**src/rtl/gpio_port_irq.sv**
```systemverilog
// Memory-mapped GPIO port with direction control, atomic output set/clear/toggle,
// an input synchroniser and per-pin edge interrupts feeding one level irq.
module gpio_port_irq #(
    parameter int unsigned W           = 8,
    parameter int unsigned SYNC_STAGES = 2
) (
    input  logic         clk,
    input  logic         rst,
    input  logic [3:0]   address,
    input  logic [W-1:0] databi,
    output logic [W-1:0] databo,
    input  logic         cen,
    input  logic         wr,
    input  logic [W-1:0] port_in,
    output logic [W-1:0] port_en,
    output logic [W-1:0] port_out,
    output logic         irq
);

    localparam int unsigned GW = $clog2(SYNC_STAGES + 2);

    localparam logic [3:0] ADDR_IN      = 4'd0;
    localparam logic [3:0] ADDR_DDR     = 4'd1;
    localparam logic [3:0] ADDR_OUT     = 4'd2;
    localparam logic [3:0] ADDR_OUT_SET = 4'd3;
    localparam logic [3:0] ADDR_OUT_CLR = 4'd4;
    localparam logic [3:0] ADDR_OUT_TGL = 4'd5;
    localparam logic [3:0] ADDR_IRQ_EN  = 4'd6;
    localparam logic [3:0] ADDR_STAT    = 4'd7;
    localparam logic [3:0] ADDR_RISE_EN = 4'd8;
    localparam logic [3:0] ADDR_FALL_EN = 4'd9;

    logic [W-1:0]  sync_q [SYNC_STAGES];
    logic [W-1:0]  prev_q;
    logic [GW-1:0] guard_q;
    logic [W-1:0]  irq_en_q;
    logic [W-1:0]  stat_q;
    logic [W-1:0]  rise_en_q;
    logic [W-1:0]  fall_en_q;

    logic          wr_c;
    logic          rd_c;
    logic [W-1:0]  sync_in_c;
    logic [W-1:0]  rise_c;
    logic [W-1:0]  fall_c;
    logic [W-1:0]  clr_c;
    logic [W-1:0]  rd_data_c;
    logic [W-1:0]  ddr_d;
    logic [W-1:0]  out_d;
    logic [W-1:0]  irq_en_d;
    logic [W-1:0]  stat_d;
    logic [W-1:0]  rise_en_d;
    logic [W-1:0]  fall_en_d;
    logic [GW-1:0] guard_d;
    logic          irq_d;

    assign sync_in_c = sync_q[SYNC_STAGES-1];

    // Bus decode, edge detection and next-state for every register
    always_comb begin
        wr_c      = cen & wr;
        rd_c      = cen & ~wr;
        ddr_d     = port_en;
        out_d     = port_out;
        irq_en_d  = irq_en_q;
        rise_en_d = rise_en_q;
        fall_en_d = fall_en_q;
        clr_c     = '0;
        rise_c    = '0;
        fall_c    = '0;
        rd_data_c = '0;

        if (wr_c) begin
            case (address)
                ADDR_DDR:     ddr_d     = databi;
                ADDR_OUT:     out_d     = databi;
                ADDR_OUT_SET: out_d     = port_out | databi;
                ADDR_OUT_CLR: out_d     = port_out & ~databi;
                ADDR_OUT_TGL: out_d     = port_out ^ databi;
                ADDR_IRQ_EN:  irq_en_d  = databi;
                ADDR_STAT:    clr_c     = databi;
                ADDR_RISE_EN: rise_en_d = databi;
                ADDR_FALL_EN: fall_en_d = databi;
                default:      ;
            endcase
        end

        // Masked until the synchroniser holds real pin values after reset
        if (guard_q == '0) begin
            rise_c = sync_in_c & ~prev_q & rise_en_q;
            fall_c = ~sync_in_c & prev_q & fall_en_q;
        end

        // Set wins over a simultaneous W1C on the same bit
        stat_d = (stat_q & ~clr_c) | rise_c | fall_c;
        irq_d  = |(stat_d & irq_en_d);

        guard_d = (guard_q != '0) ? guard_q - GW'(1) : guard_q;

        case (address)
            ADDR_IN:      rd_data_c = sync_in_c;
            ADDR_DDR:     rd_data_c = port_en;
            ADDR_OUT:     rd_data_c = port_out;
            ADDR_IRQ_EN:  rd_data_c = irq_en_q;
            ADDR_STAT:    rd_data_c = stat_q;
            ADDR_RISE_EN: rd_data_c = rise_en_q;
            ADDR_FALL_EN: rd_data_c = fall_en_q;
            default:      rd_data_c = '0;
        endcase
    end

    // Input synchroniser and previous-sample register
    always_ff @(posedge clk) begin
        if (rst) begin
            for (int unsigned i = 0; i < SYNC_STAGES; i++) begin
                sync_q[i] <= '0;
            end
            prev_q <= '0;
        end else begin
            sync_q[0] <= port_in;
            for (int unsigned i = 1; i < SYNC_STAGES; i++) begin
                sync_q[i] <= sync_q[i-1];
            end
            prev_q <= sync_in_c;
        end
    end

    // Control/status registers, read data and irq
    always_ff @(posedge clk) begin
        if (rst) begin
            port_en   <= '0;
            port_out  <= '0;
            irq_en_q  <= '0;
            stat_q    <= '0;
            rise_en_q <= '0;
            fall_en_q <= '0;
            guard_q   <= GW'(SYNC_STAGES + 1);
            databo    <= '0;
            irq       <= 1'b0;
        end else begin
            port_en   <= ddr_d;
            port_out  <= out_d;
            irq_en_q  <= irq_en_d;
            stat_q    <= stat_d;
            rise_en_q <= rise_en_d;
            fall_en_q <= fall_en_d;
            guard_q   <= guard_d;
            irq       <= irq_d;
            if (rd_c) begin
                databo <= rd_data_c;
            end
        end
    end

endmodule
```
**config.mk**
```make
export PLATFORM = sky130hd
export DESIGN_NAME = gpio_port_irq
export DESIGN_NICKNAME = d
export VERILOG_FILES = /design/src/rtl/gpio_port_irq.sv
export SDC_FILE = /design/constraint.sdc
export NUM_CORES = 1
export LEC_CHECK = 0
export CORE_MARGIN = 5
export CORE_UTILIZATION = 50
export DETAILED_ROUTE_END_ITERATION = 12
export PLACE_DENSITY = 0.83
export SLEW_MARGIN = 20
export SYNTH_ARGS = -nofsm -noshare
export SYNTH_HDL_FRONTEND = slang
export SYNTH_SLANG_ARGS = --single-unit
```
**constraint.sdc**
```tcl
create_clock -name clk -period 3.32 [get_ports clk]
set_input_delay 0.332 -clock clk [delete_from_list [all_inputs] [get_ports clk]]
set_output_delay 0.332 -clock clk [all_outputs]
set_load 0.01 [all_outputs]
```
## Word level (Yosys, flattened, before mapping)

Memory sizes are Yosys's and may differ from the RTL's.
Cells that the tools add are included.

- Add/subtract/negate cells: 1
- Multipliers: 0
- Shift-type cells: 0
- Reduce and logical (&&, ||, !) cells: 9
- Order comparisons: 0
- Equality and inequality tests: 9
- Multiplexer cells: 13
- Div/mod/pow operators: 0
- Bitwise gates (word level): 20

Operators with widths:

| operator | count |
|---|---|
| 2-to-1 mux 8 bit | 8 |
| bitwise AND 8 bit | 7 |
| one-hot mux 8 bit (7 select lines) | 1 |
| NOT 8 bit | 4 |
| one-hot mux 8 bit (4 select lines) | 1 |
| OR 8 bit | 3 |
| == test 4 x 3 -> 1 bit, second input constant | 4 |
| == test 4 x 2 -> 1 bit, second input constant | 2 |
| == test 4 bit, second input constant | 2 |
| AND reduction 2 bit | 4 |
| OR reduction 8 bit | 1 |
| XOR 8 bit | 1 |
| == test 4 x 1 -> 1 bit, second input constant | 1 |
| zero test 4 bit | 1 |
| nonzero test 4 bit | 1 |
| 2-to-1 mux 1 bit | 3 |
| bitwise AND 1 bit | 2 |
| zero test 2 bit | 1 |
| OR 1 bit | 2 |
| nonzero test 2 bit | 1 |
| subtractor 2 x 1 -> 2 bit, second input constant | 1 |
| NOT 1 bit | 1 |

- Word-level logic and storage cells: 63
- Input bits: 24
- Bits in writable memories: 16
- Register bits after elaboration: 67
- ROM bits: 0
- Output and inout port bits: 25
- Bits in latches: 0
- Memories: 1

Memories:

| name | words | width | read ports | clocked after Yosys merged registers in | wr ports | RTL line | RTL |
|---|---|---|---|---|---|---|---|
| sync_q | 2 | 8 | 2 | 0 | 2 | 33 | `logic [W-1:0] sync_q [SYNC_STAGES];` |

## Logic depth before layout (Yosys ltp)

Gate-level depths: netlist of run 1.

- Depth in word-level cells: 9
- Gate-level depth with buffers: 7
- Gate-level depth less buffers: 7

## Worst setup path after synthesis of run 1

No wires, ideal clock.

- Kind: input-to-reg
- Start: in address[3]
- End: reg port_out[0]
- Buffers on the path: 2
- Data required time: 3.192 ns
- Setup time: 0.128 ns
- Arrival time: 1.465 ns
- Cell stages on the path: 6
- Setup slack: 1.728 ns
- Cell sequence: buf_6 nor4b_2 o21a_1 buf_4 mux2i_1 nor2_1

- Cells in the longest elaborated chain, start to end: 3
- Elaborated cells on any way between the ends: 7
- Those cells by class: eq/ne (4); mux (1); reduce/logical (2)

Ends and longest elaborated chain:

| what | RTL line | RTL |
|---|---|---|
| start: declaration | 9 | `input logic [3:0] address,` |
| == test 4 x 2 -> 1 bit or == test 4 x 3 -> 1 bit (tied branches) | 74 | `case (address)` |
| nonzero test 4 bit (no line) | - |  |
| AND reduction 2 bit (no line) | - |  |
| end signal: assignment | 142 | `port_out <= out_d;` |
| end: declaration | 16 | `output logic [W-1:0] port_out,` |

Several ways; a longest one is shown, not always the timed one.
A chain may end at the register's enable or synchronous reset.

## Worst setup path after layout of run 1

- Start: in address[1]
- End: reg irq

- Cells in the longest elaborated chain, start to end: 9
- Elaborated cells on any way between the ends: 12
- Those cells by class: eq/ne (2); mux (4); bitwise (5); reduce/logical (1)

Ends and longest elaborated chain:

| what | RTL line | RTL |
|---|---|---|
| == test 4 x 3 -> 1 bit | 74 |  |
| 2-to-1 mux 8 bit | 74 |  |
| 2-to-1 mux 8 bit | 73 | `if (wr_c) begin` |
| NOT 8 bit | 95 | `stat_d = (stat_q & ~clr_c) \| rise_c \| fall_c;` |
| bitwise AND 8 bit | 95 |  |
| OR 8 bit (2 in series) | 95 |  |
| bitwise AND 8 bit * | 96 | `irq_d = \|(stat_d & irq_en_d);` |
| OR reduction 8 bit * | 96 |  |
| end signal: assignment | 148 | `irq <= irq_d;` |
| end: declaration | 17 | `output logic irq` |

Every way passes the cells marked *; elsewhere a longest branch is shown, timed or not.

==> results of run 1 <==
## how the worst min path moves through the flow
| stage | from | end | depth (start not counted) |
|---|---|---|---|
| CTS | rst | fall_en_q[3] | 2 |
| detailed placement | sync_q[0][2] | sync_q[0][10] | 1 |
| global placement | sync_q[0][5] | sync_q[0][13] | 1 |
| floorplan | sync_q[0][2] | sync_q[0][10] | 1 |
| global route | rst | fall_en_q[4] | 2 |
| finish | rst | fall_en_q[3] | 2 |
## state kept, by name, indices dropped and copies added (netlist names)
name	count
stat_q	8
port_out	8
fall_en_q	8
port_en	8
guard_q	2
irq_en_q	8
prev_q	8
rise_en_q	8
databo	8
sync_q	16
irq	1
## cell usage in the layout, fill, tap and decap left out, drive strengths merged, types with 3 or more instances in the layout
cell	Yosys	routed
a21o	4	4
a21oi	22	22
a222oi	9	9
a22oi	10	10
a31o	3	3
and3b	4	4
buf	16	14
clkbuf	13	10
clkdlybuf4s50	0	47
clkinv	0	3
dfxtp	83	83
ha	17	17
inv	26	28
mux2i	41	41
nand2	30	30
nand2b	5	5
nand3	14	14
nand3b	10	10
nand4b	3	3
nor2	40	40
nor2b	29	29
nor3b	3	3
nor4b	3	3
o21ai	18	18
o22a	3	3
o32ai	3	3
or3	3	3
## layer usage
metal | wire, µm | part of all wire, % | track usage, % | vias up
li1 | - | - | - | 1638
met1 | 4370 | 43 | 27.4 | 1639
met2 | 4700 | 47 | 32.8 | 144
met3 | 779 | 7.7 | 4.64 | 28
met4 | 224 | 2.2 | 7.36 | 0
met5 | 0 | 0 | 0 | -
## area by class of cell
| type | count | area [µm²] |
|---|---|---|
| Tap cell | 105 | 131 |
| Fill cell | 701 | 3250 |
| Clock inverter | 6 | 70.1 |
| Inverter | 26 | 97.6 |
| Multi-Input combinational cell | 302 | 2170 |
| Timing Repair Buffer | 61 | 573 |
| Clock buffer | 10 | 138 |
| Sequential cell | 83 | 1660 |
## power groups by stage
stage               Sequential [µW]  Combinational [µW]  Clock (µW)
floorplan                      1050                 127           0
global placement               1050                 191           0
detailed placement             1050                 199           0
CTS                            1030                 200         775
global route                   1030                 219         821
finish                         1030                 200         763
## metrics by stage
| stage | total power [µW] | instance area (µm²) | hold slack [ps] |
|---|---|---|---|
| floorplan | 1180 | 4090 | 414 |
| global placement | 1240 | 4630 | 417 |
| detailed placement | 1250 | 4630 | 421 |
| CTS | 2010 | 4840 | 350 |
| global route | 2070 | 4840 | 381 |
| finish | 1990 | 4840 | 349 |
## cell families (layout without fill, tap and decap cells)
group / Yosys count / in the layout / share of synthesized area, %
compound gates: 87 / 87 / 14.8
xor+xnor: 1 / 1 / 0.214
fa+ha+maj: 17 / 17 / 5.20
buf+inv: 55 / 103 / 6.48
flops: 83 / 83 / 40.6
mux: 43 / 43 / 10.6
simple gates: 154 / 154 / 22.2
==> flow_summary.json, run 1 <==
{
  "status": "finished clean",
  "initialDrtViolationCount": 400,
  "yosysWarnings": 0,
  "worst_slack_ps": 987,
  "slowest_delay_ps": 890,
  "critPathCaptureType": "flip-flop",
  "final_antenna_net_count": 0,
  "setup-tns-final_ps": 0,
  "stdcell_count": 593,
  "r2r-start": "guard_q[0]",
  "gr-total-overflow": 0,
  "synth_fp_nets": 481,
  "start_util_pct": 50.6,
  "reg2reg_to": "irq",
  "pwr-share-seq_pct": 51.7,
  "antenna_found_initial": 0,
  "combPwrFrac_pct": 10.1,
  "ys_types": 54,
  "finalCriticalPeriod_ps": 2330,
  "cts_buffers": 9,
  "fp.dieH_um": 100,
  "path_buf_inv": 1,
  "portBuffers": 48,
  "path_delay_family": "buffers and inverters",
  "ios": 49,
  "place_congestion": 0.863,
  "reg2reg_depth": 6,
  "peakVddDrop_v": 0.000266,
  "synth_enable_flop_cells": 0,
  "crit_chain": "clkdlybuf4s50_1, and4bb_1, nand2_4, mux2_2, a22oi_1, a41oi_1",
  "finalSetupViolations": 0,
  "cts.path.max_buffers": 2,
  "post_cts_buffers": 0,
  "placedCellCount": 577,
  "ctsResizeCount": 0,
  "root_buffer": "clkbuf_8",
  "crit_cells": 6,
  "grt_pass1_vias": 3239,
  "p_leak_uw": 0.00183,
  "drive_above_1_share_pct": 9.22,
  "start_kind": "input port",
  "grt_max_degree": 40,
  "wl_per_cell_um": 17.0,
  "hp-class": "input port to flip-flop",
  "worst_pin_slew_ps": 656,
  "yosys-top-cells-area": "dfxtp_1 (41%), mux2i_1 (10%), ha_1 (5.2%)",
  "synth_most_common_cell": "dfxtp_1",
  "synth_top_area_share_pct": 40.6,
  "yosys.area.top_type": "dfxtp_1",
  "cap_violations": 0,
  "p_sw_uw": 516,
  "finalClockSkew_ps": 6.14,
  "crit_start": "address[1]",
  "switching_share_pct": 25.9,
  "drtPass1Iterations": 5,
  "via_per_inst": 5.82,
  "fp-row-count": 33,
  "arrival_ps": 2570,
  "cts_tree": "built",
  "r2r_slack_ps": 1760,
  "core_um2": 8090,
  "crit_type": "input port to flip-flop",
  "drc": 0,
  "cts-htree-levels": 3,
  "clkTransAtPathRegs_ps": 90,
  "drv_slew": 0,
  "final_util_pct": 59.8,
  "final_nets": 524,
  "synth_seq_cells": 83,
  "clkSinkCount": 83,
  "ctsHoldBuffers": 0,
  "pre_cts_ws_ps": 649,
  "antenna_cells": 0,
  "syn_avg_cell_area_um2": 9.30,
  "dp_hpwl_um": 7340,
  "power_density_nw_per_um2": 412,
  "routed_wirelength_um": 10100,
  "pwr-share-clk_pct": 38.3,
  "insertion_delay_ps": 360,
  "grt_setup_unrepaired": "false",
  "async_flop_share_pct": 0,
  "syn_area_um2": 4090,
  "fmax_mhz": 429,
  "required_ps": 3550,
  "dominantRegCellSynth": "dfxtp_1",
  "yosysSeqAreaShare_pct": 40.6,
  "relSlewSlack_pct": 56.1,
  "dieWidth_um": 100,
  "crit_path_max_fanout": 17,
  "p_int_uw": 1480,
  "area_growth_pct": 18.2,
  "slowest_stage": "clkdlybuf4s50_1",
  "grtUsageTotal_pct": 20.6,
  "dieArea_um2": 10100,
  "finalHoldViolations": 0,
  "synthTopCellsByCount": "dfxtp_1 (83), mux2i_1 (41), nor2_1 (40), nand2_1 (29), nor2b_1 (29)",
  "crit_end": "irq",
  "syn_inst": 440,
  "vias": 3449,
  "grt_pass1_wl_um": 16200,
  "layout_worst_path_cycle_share_pct": 70.3
}
Note: power is estimated with default switching activity, not from simulation.
==> inputs of run 2 (changes only) <==
- PLACE_DENSITY: 0.83 -> 0.86
- clock period: 3.32 -> 2.1 ns (I/O delays scaled with it)
==> run 2 against run 1 <==
Final cell count rose by 4.2%; sequential cell count did not move; setup slack got worse by 740 ps; count of clock-buffer cells in the layout did not move; register-to-register slack got worse by 1300 ps; sequential power rose by 58%; wire length rose by 7.1%; largest power group unchanged.
==> flow_summary.json, run 2 (same netlist as run 1, synthesis figures left out) <==
{
  "status": "finished clean",
  "reg2reg_depth": 6,
  "crit_chain": "clkdlybuf4s50_1, and4b_1, nand3_1, a22oi_1, o22a_1, a41oi_1",
  "critPathCaptureType": "flip-flop",
  "finalCriticalPeriod_ps": 1850,
  "root_buffer": "clkbuf_8",
  "grt_max_degree": 42,
  "portBuffers": 48,
  "finalSetupViolations": 0,
  "via_per_inst": 5.79,
  "ctsResizeCount": 0,
  "cts_buffers": 9,
  "peakVddDrop_v": 0.000443,
  "crit_cells": 6,
  "start_kind": "input port",
  "final_common_cell": "dfxtp_1",
  "insertion_delay_ps": 350,
  "ctsHoldBuffers": 0,
  "power_density_nw_per_um2": 667,
  "final_nets": 549,
  "crit_path_max_fanout": 11,
  "path_delay_family": "simple AND/OR/NAND/NOR gates",
  "clkTransAtPathRegs_ps": 90,
  "core_um2": 8090,
  "drtPass1Iterations": 5,
  "fmax_mhz": 540,
  "setup-tns-final_ps": 0,
  "vias": 3580,
  "reg2reg_to": "irq",
  "slowest_delay_ps": 580,
  "area_growth_pct": 25.0,
  "cts-htree-levels": 3,
  "fillers": 687,
  "slowest_stage": "clkdlybuf4s50_1",
  "whs_ps": 392,
  "layout_worst_path_cycle_share_pct": 88.2,
  "regArea_um2": 1660,
  "relSlewSlack_pct": 53.5,
  "fp.dieH_um": 100,
  "path_buf_inv": 1,
  "finalHoldViolations": 0,
  "drv_slew": 0,
  "cts_tree": "built",
  "post_cts_buffers": 0,
  "crit_type": "input port to flip-flop",
  "arrival_ps": 2040,
  "dieWidth_um": 100,
  "finalClockSkew_ps": 11.5,
  "dieArea_um2": 10100,
  "final_antenna_net_count": 0,
  "crit_start": "address[1]",
  "initialDrtViolationCount": 327,
  "p_leak_uw": 0.00198,
  "routed_wirelength_um": 10800,
  "ios": 49,
  "met2_wirelength_um": 5140,
  "fp-row-count": 33,
  "top_layer_used": "met4",
  "hp-class": "input port to flip-flop",
  "largest_reg_flops": 16,
  "clkSinkCount": 83,
  "r2r-start": "guard_q[0]",
  "crit_end": "irq",
  "dp_hpwl_um": 7930,
  "place_congestion": 0.918,
  "worst_pin_slew_ps": 698,
  "grt_setup_unrepaired": "false",
  "drive_above_1_share_pct": 13.6,
  "cap_violations": 0,
  "drc": 0,
  "wl_met1_um": 4650,
  "antenna_cells": 0,
  "regMostFlops": "sync_q",
  "gr-total-overflow": 0,
  "required_ps": 2290,
  "grt_pass1_vias": 3458,
  "antenna_found_initial": 0,
  "r2r_slack_ps": 460,
  "grtUsageTotal_pct": 21.7,
  "multi_input_area_um2": 2170,
  "mostFrequentLayoutCells": "dfxtp_1 (83), clkdlybuf4s50_1 (47), mux2i_1 (41), nor2_1 (40), buf_4 (34)",
  "grt_pass1_wl_um": 17500,
  "wl_per_cell_um": 17.5,
  "total_power_uw": 3410,
  "start_util_pct": 50.6,
  "wl_met3_um": 829,
  "cts.path.max_buffers": 2
}
[run 2: changes by cell type in the layout (fill, tap and decap cells not counted), sizes merged]
cell	delta
bufinv	+2
buf	+25
inv	-1
clkinv	-2
clkinvlp	+1
[run 2: per-stage QoR]
step                instance area (µm²)  utilization (%)  setup slack [ps]  cells
floorplan                          4090                -               630    440
global placement                   4870             60.2              -131    602
global route                       5120             63.2               131    618
CTS                                5120             63.2               266    618
detailed placement                 4870             60.2              -101    602
finish                             5120             63.2               249    618
[run 2: area by class of cell]
cell class | count | area share (%)
multi-input cells | 302 | 42.3
flip-flops and latches | 83 | 32.5
inverters | 26 | 1.91
well taps | 105 | 2.57
repair buffers | 86 | 15.8
clock buffers | 10 | 2.69
clock inverters | 6 | 2.18
[run 2: routing by layer]
metal / up-vias / track usage, %
met5: - / 0
met4: 0 / 6.74
li1: 1684 / -
met3: 18 / 5.19
met1: 1735 / 28.6
met2: 143 / 35.4
[run 2: worst min path at each step]
| stage | start | endpoint | slack [ps] | depth (start not counted) |
|---|---|---|---|---|
| 2_1_floorplan | port_in[0] | sync_q[0][0] | 340 | 1 |
| 3_3_place_gp | sync_q[0][1] | sync_q[0][9] | 420 | 1 |
| 3_5_place_dp | sync_q[0][2] | sync_q[0][10] | 420 | 1 |
| 4_1_cts | rst | fall_en_q[1] | 390 | 2 |
| 5_1_grt | port_in[6] | sync_q[0][6] | 400 | 2 |
| 6_report | rst | fall_en_q[1] | 390 | 2 |
[run 2: where the power goes]
group / switching, µW / internal (µW)
sequential: 22.7 / 1610
combinational: 192 / 164
clock: 603 / 825
total: 818 / 2600
